`src/rtl/sync_fifo_lvl.sv`:
```
// Synchronous FIFO with fill level, programmable almost-full/almost-empty thresholds,
// overflow/underflow pulses and a selectable registered or first-word-fall-through read port.
module sync_fifo_lvl #(
    parameter int unsigned WIDTH  = 16,
    parameter int unsigned DEPTH  = 8,
    parameter int unsigned AF_LVL = DEPTH - 1,
    parameter int unsigned AE_LVL = 1,
    parameter int unsigned FWFT   = 0
) (
    input  logic                     clk,
    input  logic                     rst_n,
    input  logic [WIDTH-1:0]         data_wr,
    input  logic                     push,
    input  logic                     pop,
    input  logic                     flush,
    output logic [WIDTH-1:0]         data_rd,
    output logic [$clog2(DEPTH):0]   count,
    output logic                     full,
    output logic                     empty,
    output logic                     almost_full,
    output logic                     almost_empty,
    output logic                     overflow,
    output logic                     underflow
);

    localparam int unsigned AW       = $clog2(DEPTH);
    localparam logic [AW:0]   DEPTH_C  = (AW + 1)'(DEPTH);
    localparam logic [AW:0]   AF_C     = (AW + 1)'(AF_LVL);
    localparam logic [AW:0]   AE_C     = (AW + 1)'(AE_LVL);
    localparam logic [AW-1:0] LAST_IDX = AW'(DEPTH - 1);

    logic [WIDTH-1:0] r_mem [DEPTH];
    logic [AW-1:0]    r_wr_idx;
    logic [AW-1:0]    r_rd_idx;
    logic [AW:0]      r_count;
    logic             r_ovf;
    logic             r_udf;

    logic             w_full;
    logic             w_empty;
    logic             w_pop_ok;
    logic             w_push_ok;
    logic [AW-1:0]    w_wr_idx_nxt;
    logic [AW-1:0]    w_rd_idx_nxt;
    logic [AW:0]      w_count_nxt;

    assign w_full    = (r_count == DEPTH_C);
    assign w_empty   = (r_count == '0);
    assign w_pop_ok  = pop & ~w_empty & ~flush;
    // A pop in the same cycle frees a slot, so a full FIFO can still accept a push.
    assign w_push_ok = push & ~flush & (~w_full | w_pop_ok);

    always_comb begin
        w_wr_idx_nxt = (r_wr_idx == LAST_IDX) ? '0 : r_wr_idx + 1'b1;
        w_rd_idx_nxt = (r_rd_idx == LAST_IDX) ? '0 : r_rd_idx + 1'b1;
        w_count_nxt  = r_count;
        if (w_push_ok && !w_pop_ok) begin
            w_count_nxt = r_count + 1'b1;
        end else if (!w_push_ok && w_pop_ok) begin
            w_count_nxt = r_count - 1'b1;
        end
    end

    always_ff @(posedge clk) begin
        if (!rst_n) begin
            r_wr_idx <= '0;
            r_rd_idx <= '0;
            r_count  <= '0;
            r_ovf    <= 1'b0;
            r_udf    <= 1'b0;
        end else if (flush) begin
            r_wr_idx <= '0;
            r_rd_idx <= '0;
            r_count  <= '0;
            r_ovf    <= 1'b0;
            r_udf    <= 1'b0;
        end else begin
            if (w_push_ok) r_wr_idx <= w_wr_idx_nxt;
            if (w_pop_ok)  r_rd_idx <= w_rd_idx_nxt;
            r_count <= w_count_nxt;
            r_ovf   <= push & ~w_push_ok;
            r_udf   <= pop & w_empty;
        end
    end

    // Storage is deliberately not reset; stale words are unreachable once the indices clear.
    always_ff @(posedge clk) begin
        if (rst_n && w_push_ok) begin
            r_mem[r_wr_idx] <= data_wr;
        end
    end

    if (FWFT != 0) begin : g_fwft
        assign data_rd = r_mem[r_rd_idx];
    end else begin : g_reg
        logic [WIDTH-1:0] r_data_rd;
        always_ff @(posedge clk) begin
            if (!rst_n) begin
                r_data_rd <= '0;
            end else if (w_pop_ok) begin
                r_data_rd <= r_mem[r_rd_idx];
            end
        end
        assign data_rd = r_data_rd;
    end

    assign count        = r_count;
    assign full         = w_full;
    assign empty        = w_empty;
    assign almost_full  = (r_count >= AF_C);
    assign almost_empty = (r_count <= AE_C);
    assign overflow     = r_ovf;
    assign underflow    = r_udf;

endmodule
```
`config.mk`:
```
export PLATFORM = sky130hd
export DESIGN_NAME = sync_fifo_lvl
export DESIGN_NICKNAME = d
export VERILOG_FILES = /design/src/rtl/sync_fifo_lvl.sv
export SDC_FILE = /design/constraint.sdc
export NUM_CORES = 1
export LEC_CHECK = 0
export CAP_MARGIN = 20
export CORE_ASPECT_RATIO = 0.8
export CORE_MARGIN = 4
export CORE_UTILIZATION = 45
export CTS_CLUSTER_SIZE = 30
export DETAILED_ROUTE_END_ITERATION = 6
export SYNTH_ARGS = -nofsm -noshare
export SYNTH_HDL_FRONTEND = slang
export SYNTH_SLANG_ARGS = --single-unit
```
`constraint.sdc`:
```
create_clock -name clk -period 3.58 [get_ports clk]
set_clock_uncertainty 0.2 [all_clocks]
set_input_delay 0.537 -clock clk [delete_from_list [all_inputs] [get_ports clk]]
set_output_delay 0.537 -clock clk [all_outputs]
set_load 0.05 [all_outputs]
```
# Word level (Yosys, flattened, before mapping)

Memory sizes are Yosys's and may differ from the RTL's. A register that Yosys moved wholly into a read port is not among the register bits.
Index checks and enable logic that the tools add are counted.
W data, S select, Z words.

Add/subtract/negate cells: 4
Order comparisons: 2
Equal/unequal tests: 3
Muxes and demuxes: 6
Bitwise operators: 12
Reductions and logical operators: 9

Operators by type and width:

| operator              | count |
|---|---|
| $mux W4               | 2 |
| $add A3 B1 Y3 const B | 2 |
| $and A1 B1 Y1         | 6 |
| $eq A3 B3 Y1 const B  | 2 |
| $mux W3               | 2 |
| $not A1 Y1            | 5 |
| $add A4 B1 Y4 const B | 1 |
| $eq A4 B4 Y1 const B  | 1 |
| $ge A4 B3 Y1 const B  | 1 |
| $le A4 B1 Y1 const B  | 1 |
| $logic_not A4 Y1      | 1 |
| $sub A4 B1 Y4 const B | 1 |
| $logic_and A1 B1 Y1   | 3 |
| $logic_not A1 Y1      | 3 |
| $mux W1               | 2 |
| $reduce_bool A2 Y1    | 1 |
| $reduce_or A2 Y1      | 1 |
| $or A1 B1 Y1          | 1 |

Bits in registers: 12
Bits in writable memories: 128
Output and inout port bits: 26
Word-level logic and storage cells: 42
Memories: 1

Memories:

| memory | depth | bits a word | rd ports | clocked after memory_dff | write ports | line | source |
|---|---|---|---|---|---|---|---|
| r_mem  | 8     | 16          | 1        | 1                        | 1           | 32   | `logic [WIDTH-1:0] r_mem [DEPTH];` |

# Longest topological paths before layout

Gate-level depths: netlist (run 1).

Word-level depth: 10
Gate-level depth with buffers: 11
Depth with buffers taken out: 10

# Worst setup path after synthesis (run 1)

OpenSTA, ideal clock, no wires.

Path type: register -> register
Start point: register r_count[0], in the netlist count[0]
End point: memory r_mem[4][0], enable pin
Setup time: 409 ps
Arrival time: 2,687 ps
Data required time: 2,971 ps
Path slack: 284 ps
Cell stages (with the launch flop): 7
Buffers on the path: 0
Clock period less this slack: 3,296 ps
Cell sequence: dfxtp_1 -> inv_1 -> ha_1 -> and4bb_4 -> nor2b_1 -> nand3_1 -> nor3_1

Word-level cells in the longest chain between the ends: 9

RTL lines:

| item                            | line | source |
|---|---|---|
| from (decl)                     | 35   | `logic [AW:0] r_count;` |
| from (signal assigned)          | 80   | `r_count <= w_count_nxt;` |
| $logic_not A4 Y1                | 48   | `assign w_empty = (r_count == '0);` |
| $not A1 Y1                      | 49   | `assign w_pop_ok = pop & ~w_empty & ~flush;` |
| $and A1 B1 Y1 (2 in series)     | 49   |  |
| $or A1 B1 Y1 *                  | 51   | `assign w_push_ok = push & ~flush & (~w_full \| w_pop_ok);` |
| $and A1 B1 Y1 *                 | 51   |  |
| $logic_and A1 B1 Y1 *           | 88   | `if (rst_n && w_push_ok) begin` |
| $mux W1 *                       | 88   |  |
| $mux W1 (implied by the code) * | 89   | `r_mem[r_wr_idx] <= data_wr;` |
| to (decl)                       | 32   |  |

Mark *: on every way between the ends. The rest lies on a longest branch, timed or not.

# Final worst setup path (run 1)

Start point: register r_count[0], in the netlist count[0]
End point: output port empty

Word-level cells in the longest chain between the ends: 1

RTL lines:

| item             | line | source |
|---|---|---|
| $logic_not A4 Y1 | 48   |  |
| to (decl)        | 19   | `output logic empty,` |

No other way between the ends.

==> results.tsv, run 1 <==
metric	value	unit
status	completed	
Reg2Reg Depth	10	
chip width	138	um
deepest clock path buffer count	2	
Routed Antenna Nets	0	
Tmin final	3.10	ns
Synth Cell Area	6050	um2
layout cells sized above 1	0.230	
routed vias	3051	
Final Cycle Share	0.866	
sequential element share of the synthesized area	0.728	
TNS Setup	0	ns
Max Slew Vio Count	0	
I/O Pins	47	
number of clock sinks	156	
total power	4080	uW
PortBufs	46	
Achievable Freq	323	MHz
DP Cell Count	547	
CP Class	register to output pin	
Post-Syn Nets	351	
Yosys reg bits	156	
Post-synth ARST share	0	
Max IR drop VDD	370	uV
hold_buf cts	0	
Filler cells	994	
final hold viol count	0	
number of flops mapped to enable cells by yosys	128	
Worst-path clk slew	0.06	ns
Pwr Density	552	nW/um2
CTS H-tree lvls	4	
Synth Instances	322	
Synth Warn #	0	
leakage	0.00242	uW
first-pass GRT wire length	17600	um
largest net degree at the start of global routing	35	
non-filler cells, final	579	
hold crit path type	register to register	
Worst Hold Depth	2	
Post-CTS Resized	0	
area grow syn2layout	22.2	%
cts bufs inserted	17	
clk_lat worst skew	0.42	ns
final setup fails	0	
Total Wirelength	11100	um
Unique masters post-synth	35	
Critical Path Start Type	register	
DR iter-0 viols	243	
number of max-cap violations	0	
Most used DFF post-synth	edfxtp_1	
floorplan core area	13000	um2
diode count	0	
nets	420	
post-CTS setup buffers	0	
die height	112	um
routability cong.	0.726	
CTS tree	yes	
Slew @ Worst Pin	0.636	ns
die area	15400	um2
total global-route track usage	0.157	
crit path max fanout	7	
DR WL/cell	19.2	um
Worst Path Required	2.84	ns
# DRC	0	
vias in the first global route	3188	
most frequent cells in the layout	edfxtp_1, clkdlybuf4s50_1, mux4_2	
CP arrival	2.36	ns
Rel. slew slack	0.576	
average size of a mapped cell	18.8	um2
dpl hpwl	6560	um
FP Rows	37	
initial core utilization	0.465	
Worst Setup End Kind	output pin	
initial antenna violation count	0	
DRT Pass-1 Iters	4	
total gr overflow	0	
most common cell after layout, fill and taps aside	edfxtp_1	
number of vias per cell	5.27	
clk root buf	clkbuf_16	
RSZ-0062 raised after global routing	false	
## cell type report
type	instances	area [um2]	share of cell area
clock inverter	15	179	0.0242
clock buffer	17	425	0.0576
inverter	5	18.8	0.00254
tap	175	219	0.0296
timing repair buffer	65	603	0.0816
multi-input combinational	146	1540	0.208
sequential	156	4410	0.596
## logic make-up after synthesis
group	after synthesis	share of synthesized area
AOI/OAI and AO/OA	42	0.0366
buffers and inverters	20	0.0188
DFF	156	0.728
adders and majority gates	8	0.0166
xor gates and xnor gates	3	0.00435
and+or+nand+nor	43	0.0464
muxes	50	0.149
## path summary, 6_finish.rpt
| path | slack [ns] | to | from |
|---|---|---|---|
| worst min register to register | 0.32 | data_rd[12] | data_rd[12] |
| worst max-delay path | 0.48 | empty | count[0] |
| worst max register to register | 0.98 | count[3] | count[0] |
| worst min-delay path | 0.32 | data_rd[12] | data_rd[12] |
## worst max-delay path, stage by stage, from the launching register on
cell and delay [ns]:
dfxtp_1 0.38, inv_1 0.09, ha_1 0.23, nor3b_2 0.37, clkdlybuf4s50_1 0.87
## routing by layer
layer  vias to the layer above  routed length, um  track usage
met5                         -                  0            0
met4                         0                119       0.0519
met3                        13                452       0.0456
met2                        55               5080        0.234
met1                      1550               5480        0.224
li1                       1433                  -            -
## where the power goes
| part | leakage, uW | internal, uW | total [uW] | switching (uW) |
|---|---|---|---|---|
| clock network | 0.000294 | 1050 | 1810 | 761 |
| registers | 0.00138 | 1990 | 2000 | 18.9 |
| logic | 0.000744 | 107 | 259 | 153 |
## synthesized netlist by cell type, types with 4 or more instances
library cell / n / area share
inv_1: 5 / 0.0031
edfxtp_1: 128 / 0.64
nor2_1: 13 / 0.0081
mux4_2: 32 / 0.12
o21ai_0: 4 / 0.0033
buf_2: 7 / 0.0058
clkbuf_1: 4 / 0.0025
nand2_1: 4 / 0.0025
ha_1: 8 / 0.017
a21oi_1: 21 / 0.017
mux2i_1: 18 / 0.030
o21ai_1: 13 / 0.011
dfxtp_1: 28 / 0.093
buf_6: 4 / 0.0074
## per-stage QoR
step	util	setup slack (ns)	hold slack (ns)	cell area [um2]
6_report	0.568	0.481	0.317	7390
5_1_grt	0.568	0.335	0.347	7390
4_1_cts	0.568	0.436	0.323	7390
2_1_floorplan	-	0.284	0.283	6050
3_5_place_dp	0.522	0.732	0.309	6790
3_3_place_gp	0.522	0.767	0.305	6790
## state kept, by name (all words and copies together), names as in the netlist
register / cells
count: 4
r_wr_idx: 3
r_mem: 128
data_rd: 16
r_rd_idx: 3
overflow: 1
underflow: 1
(Power assumes the default switching activity.)
==> inputs of run 2 (changes only) <==
--- a/config.mk
+++ b/config.mk
@@ -8,9 +8,11 @@
 export CAP_MARGIN = 20
 export CORE_ASPECT_RATIO = 0.8
 export CORE_MARGIN = 4
-export CORE_UTILIZATION = 45
+export CORE_UTILIZATION = 54
 export CTS_CLUSTER_SIZE = 30
 export DETAILED_ROUTE_END_ITERATION = 6
+export PLACE_DENSITY = 0.75
 export SYNTH_ARGS = -nofsm -noshare
 export SYNTH_HDL_FRONTEND = slang
 export SYNTH_SLANG_ARGS = --single-unit
+export TNS_END_PERCENT = 5
==> constraint.sdc (replaced) <==
create_clock -name clk -period 3.58 [get_ports clk]
set_clock_uncertainty 0.2 [all_clocks]
set_input_delay 0.537 -clock clk [delete_from_list [all_inputs] [get_ports clk]]
set_output_delay 0.537 -clock clk [all_outputs]
set_load 0.1 [all_outputs]
==> run 2 against run 1 <==
  * Power rose by 0.45%
  * Die area shrank 16%
  * First-iteration DRC count is 6.2% higher
  * Final cell count shrank 6.2%
  * Sequential cell count unchanged
  * Final area decreased by 1.4%
  * Worst hold slack better by 0.0019 ns
  * Global-route usage is 2.6 points higher
  * Routed wire length shrank 0.89%
  * Register-to-register slack lost 0.02 ns
  * Worst setup slack better by 0.36 ns
  * Via count about the same
  * Critical endpoint is now count[1]
  * Largest power group unchanged
==> results.tsv, run 2 (same netlist as run 1, synthesis figures left out) <==
metric	value	unit	change
status	completed		unchanged
die height	103	um	was 112 um
initial antenna violation count	0		unchanged
final hold viol count	0		unchanged
# DRC	0		unchanged
Worst Hold Depth	2		unchanged
Slowest Stage Delay on Critical Path	1.17	ns	was 0.87 ns
DRT Pass-1 Iters	4		unchanged
hold path start	data_rd[3]		was data_rd[12]
CP arrival	2.00	ns	was 2.36 ns
PortBufs	46		unchanged
layout cells sized above 1	0.223		was 0.230
Routed Antenna Nets	0		unchanged
DR iter-0 viols	258		was 243
initial core utilization	0.555		was 0.465
first-pass GRT wire length	17300	um	was 17600 um
clk root buf	clkbuf_16		unchanged
Worst-path clk slew	0.06	ns	about the same
largest register by flop count	r_mem		unchanged
max FFs per register	128		unchanged
FP Rows	34		was 37
Final Cycle Share	0.766		was 0.866
CTS H-tree lvls	4		unchanged
CP top delay family	buffers and inverters		unchanged
floorplan core area	10900	um2	was 13000 um2
hold_buf cts	0		unchanged
die area	13000	um2	was 15400 um2
critical path, cell by cell	clkdlybuf4s50_1		was inv_1 > ha_1 > nor3b_2 > clkdlybuf4s50_1
leakage	0.00239	uW	was 0.00242 uW
number of clock sinks	156		unchanged
final non-filler cell area	7290	um2	was 7390 um2
CP max-delay cell	clkdlybuf4s50_1		unchanged
Critical Path Start Type	register		unchanged
post-CTS setup buffers	0		unchanged
clk_lat worst skew	0.41	ns	was 0.42 ns
most common cell after layout, fill and taps aside	edfxtp_1		unchanged
largest net degree at the start of global routing	33		was 35
deepest clock path buffer count	2		unchanged
dpl hpwl	6390	um	was 6560 um
Max Slew Vio Count	0		unchanged
Rel. slew slack	0.288		was 0.576
routed vias	3050		was 3051
Worst Setup End Kind	output pin		unchanged
Final Util	0.669		was 0.568
worst setup path start	count[1]		was count[0]
number of max-cap violations	0		unchanged
Reg-to-Reg End	count[3]		unchanged
Post-CTS Resized	0		unchanged
Tmin final	2.74	ns	was 3.10 ns
diode count	0		unchanged
number of vias per cell	5.62		was 5.27
R2R Path Start	count[0]		unchanged
DP Cell Count	511		was 547
hold crit path type	register to register		unchanged
final setup fails	0		unchanged
RSZ-0062 raised after global routing	false		unchanged
crit path max fanout	6		was 7
DR WL/cell	20.3	um	was 19.2 um
most frequent cells in the layout	edfxtp_1, clkdlybuf4s50_1, mux4_2		unchanged
Reg2Reg Depth	10		unchanged
Endpoint, Worst Hold	data_rd[3]		was data_rd[12]
total gr overflow	0		unchanged
CP Buf/Inv Count	1		was 2
routability cong.	0.762		was 0.726
vias in the first global route	3103		was 3188
I/O Pins	47		unchanged
Pwr Density	562	nW/um2	was 552 nW/um2
nets	415		was 420
total power	4090	uW	was 4080 uW
area grow syn2layout	20.5	%	was 22.2%
reg-to-reg slack, setup	0.96	ns	was 0.98 ns
Worst Path Required	2.84	ns	about the same
placed cell area	6710	um2	was 6790 um2
cts bufs inserted	17		unchanged
non-filler cells, final	543		was 579
total global-route track usage	0.183		was 0.157
Max IR drop VDD	540	uV	was 370 uV
CP Class	register to output pin		unchanged
Slew @ Worst Pin	1.07	ns	was 0.636 ns
Achievable Freq	365	MHz	was 323 MHz
CTS tree	yes		unchanged
hold slack final	0.319	ns	was 0.317 ns
Total Wirelength	11000	um	was 11100 um
chip width	126	um	was 138 um
-- run 2: per-layer routing --
layer | vias up | global-route usage | part of all wire
met5 | - | 0 | 0
met4 | 0 | 0.0602 | 0.0085
met1 | 1575 | 0.254 | 0.47
met3 | 5 | 0.0549 | 0.042
li1 | 1410 | - | -
met2 | 60 | 0.286 | 0.48
-- run 2: worst min-delay path, stage by stage, from the launching register on --
cell and delay [ns]:
dfxtp_1 0.31, o21ai_1 0.12, a21oi_1 0.04
-- run 2: power by group --
part	total [uW]	switching (uW)	internal, uW
Clock	1760	651	1110
Sequential	2010	19.4	1990
Combinational	330	225	104
Total	4090	896	3200
-- run 2: worst max-delay path by stage --
stage	depth (start not counted)	slack (ns)	end
after floorplan	9	-0.31	count[2]
after global placement	8	0.77	count[3]
after detailed placement	8	0.73	count[3]
after CTS	1	0.81	count[1]
after global routing	1	0.77	count[1]
final	1	0.84	count[1]
-- run 2: stage by stage --
step | TNS [ns] | worst slack [ns]
3_5_place_dp | 0 | 0.730
2_1_floorplan | -3.09 | -0.306
6_report | 0 | 0.839
3_3_place_gp | 0 | 0.768
5_1_grt | 0 | 0.772
4_1_cts | 0 | 0.815
-- run 2: layout make-up --
type                    count  area [um2]
multi-input cells         146        1540
repair buffers             60         561
fillers                   736        3600
clock inverters             9         123
clock buffers              23         458
inverters                   5        18.8
flip-flops and latches    156        4410
well taps                 144         180
==> inputs of run 3 (changes only) <==
==> constraint.sdc (replaced) <==
create_clock -name clk -period 2.6 [get_ports clk]
set_clock_uncertainty 0.2 [all_clocks]
set_input_delay 0.39 -clock clk [delete_from_list [all_inputs] [get_ports clk]]
set_output_delay 0.39 -clock clk [all_outputs]
set_load 0.1 [all_outputs]
==> run 3 against run 2 <==
  * Core utilization up 1.4 points
  * Clock power up 33%
  * Routed wire length up 7.2%
  * Sequential power up 37%
  * Critical path depth up 9
  * Worst hold slack better by 0.0035 ns
  * Critical path type is now register to register
  * Critical endpoint is now count[3]
  * Largest cell class unchanged
  * Largest power group unchanged
==> results.tsv, run 3 (same netlist as run 1, synthesis figures left out) <==
metric	value	unit	change
status	completed		unchanged
clk_lat worst skew	0.42	ns	was 0.41 ns
total global-route track usage	0.200		was 0.183
area grow syn2layout	23.0	%	was 20.5%
Max Slew Vio Count	0		unchanged
Tmin final	2.36	ns	
routability cong.	0.760		was 0.762
Post-CTS Resized	0		unchanged
I/O Pins	47		unchanged
Critical Path Start Type	register		unchanged
Max IR drop VDD	591	uV	was 540 uV
floorplan core area	10900	um2	unchanged
cts bufs inserted	17		unchanged
hold path start	data_rd[6]		was data_rd[3]
Slew @ Worst Pin	0.943	ns	was 1.07 ns
Rel. slew slack	0.370		was 0.288
clk root buf	clkbuf_16		unchanged
Filler cells	732		was 736
final hold viol count	0		unchanged
layout cells sized above 1	0.326		was 0.223
CTS H-tree lvls	4		unchanged
CP arrival	2.45	ns	was 2.00 ns
TNS Setup	0	ns	unchanged
Slowest Stage Delay on Critical Path	0.44	ns	was 1.17 ns
vias in the first global route	3300		was 3103
FP Rows	34		unchanged
chip width	126	um	unchanged
hold crit path type	register to register		unchanged
largest register by flop count	r_mem		unchanged
die height	103	um	unchanged
Total Wirelength	11800	um	was 11000 um
Routed Antenna Nets	0		unchanged
critical path, cell by cell	inv_2 > ha_4 > nor3b_4 > nor3b_4 > inv_4 > ha_4 > or4_1 > a21oi_2 > xnor2_1 > nor2_1		was clkdlybuf4s50_1
Worst Setup End Kind	register		was output pin
routed vias	3156		was 3050
number of vias per cell	5.69		was 5.62
final setup fails	0		unchanged
deepest clock path buffer count	2		unchanged
R2R Path Start	count[0]		unchanged
RSZ-0062 raised after global routing	false		unchanged
dpl hpwl	7380	um	was 6390 um
Worst Hold Depth	2		unchanged
DRT Pass-1 Iters	4		unchanged
leakage	0.00251	uW	was 0.00239 uW
post-CTS setup buffers	0		unchanged
most frequent cells in the layout	edfxtp_1, buf_4, mux4_2		was edfxtp_1, clkdlybuf4s50_1, mux4_2
CTS tree	yes		unchanged
PortBufs	46		unchanged
nets	427		was 415
Worst Path Required	2.70	ns	was 2.84 ns
Achievable Freq	424	MHz	
DR WL/cell	21.3	um	was 20.3 um
DR iter-0 viols	345		was 258
number of max-cap violations	0		unchanged
hold slack final	0.322	ns	was 0.319 ns
number of clock sinks	156		unchanged
initial core utilization	0.555		unchanged
die area	13000	um2	unchanged
hold_buf cts	0		unchanged
worst setup path start	count[0]		was count[1]
largest net degree at the start of global routing	33		unchanged
total gr overflow	0		unchanged
first-pass GRT wire length	18800	um	was 17300 um
Reg2Reg Depth	10		unchanged
crit path max fanout	7		was 6
Final Cycle Share	0.907		
Pwr Density	750	nW/um2	was 562 nW/um2
most common cell after layout, fill and taps aside	edfxtp_1		unchanged
CP Class	register to register		was register to output pin
# DRC	0		unchanged
max FFs per register	128		unchanged
initial antenna violation count	0		unchanged
diode count	0		unchanged
CP max-delay cell	or4_1		was clkdlybuf4s50_1
Worst-path clk slew	0.06	ns	about the same
run 3: cell count changes in the layout (fill, tap and decap cells not counted), moves of 4 or more:
cell / previous run / this run
clkbuf_1: 5 / 1
inv_6: 0 / 4
clkdlybuf4s50_1: 39 / 20
dfxtp_1: 27 / 23
buf_4: 20 / 45
buf_12: 1 / 7
run 3: report_power, final:
part	total (uW)	internal (uW)	switching (uW)
sequential	2760	2730	28.9
combinational	479	160	319
clock	2340	1330	1010
run 3: area by class of cell:
cell class	instances	area [um2]	share of cell area
tap	144	180	0.0242
sequential	156	4420	0.594
clock buffer	18	429	0.0577
multi-input combinational	146	1580	0.212
timing repair buffer	72	678	0.0912
inverter	5	23.8	0.00320
clock inverter	14	136	0.0183
run 3: critical path, delay by kind of cell, from the launching register on:
family / cells / cell delay, ns
AO/OA/AOI/OAI: 1 / 0.15
XOR/XNOR: 1 / 0.12
adder cells (fa/ha/maj): 2 / 0.34
buffers and inverters: 2 / 0.10
flip-flops: 1 / 0.39
AND/OR/NAND/NOR: 4 / 0.94
run 3: metal layers:
layer	vias up	track usage	share of wire
li1	1452	-	-
met1	1609	0.278	0.46
met2	79	0.310	0.47
met3	16	0.0616	0.052
met4	0	0.0651	0.012
met5	-	0	0
run 3: final timing paths:
| check | to | slack (ns) |
|---|---|---|
| worst max-delay path | count[3] | 0.24 |
| worst min-delay path | data_rd[6] | 0.32 |
| worst max register to register | count[3] | 0.24 |
| worst min register to register | data_rd[6] | 0.32 |
run 3: per-stage QoR:
step	worst slack [ns]	cells	utilization	total power (uW)	area [um2]
6_report	0.242	555	0.683	5580	7440
5_1_grt	0.133	555	0.683	5780	7440
4_1_cts	0.236	555	0.683	5620	7440
3_5_place_dp	0.0301	523	0.631	3300	6870
3_3_place_gp	0.0666	523	0.631	3290	6870
2_1_floorplan	-0.340	322	-	3140	6120
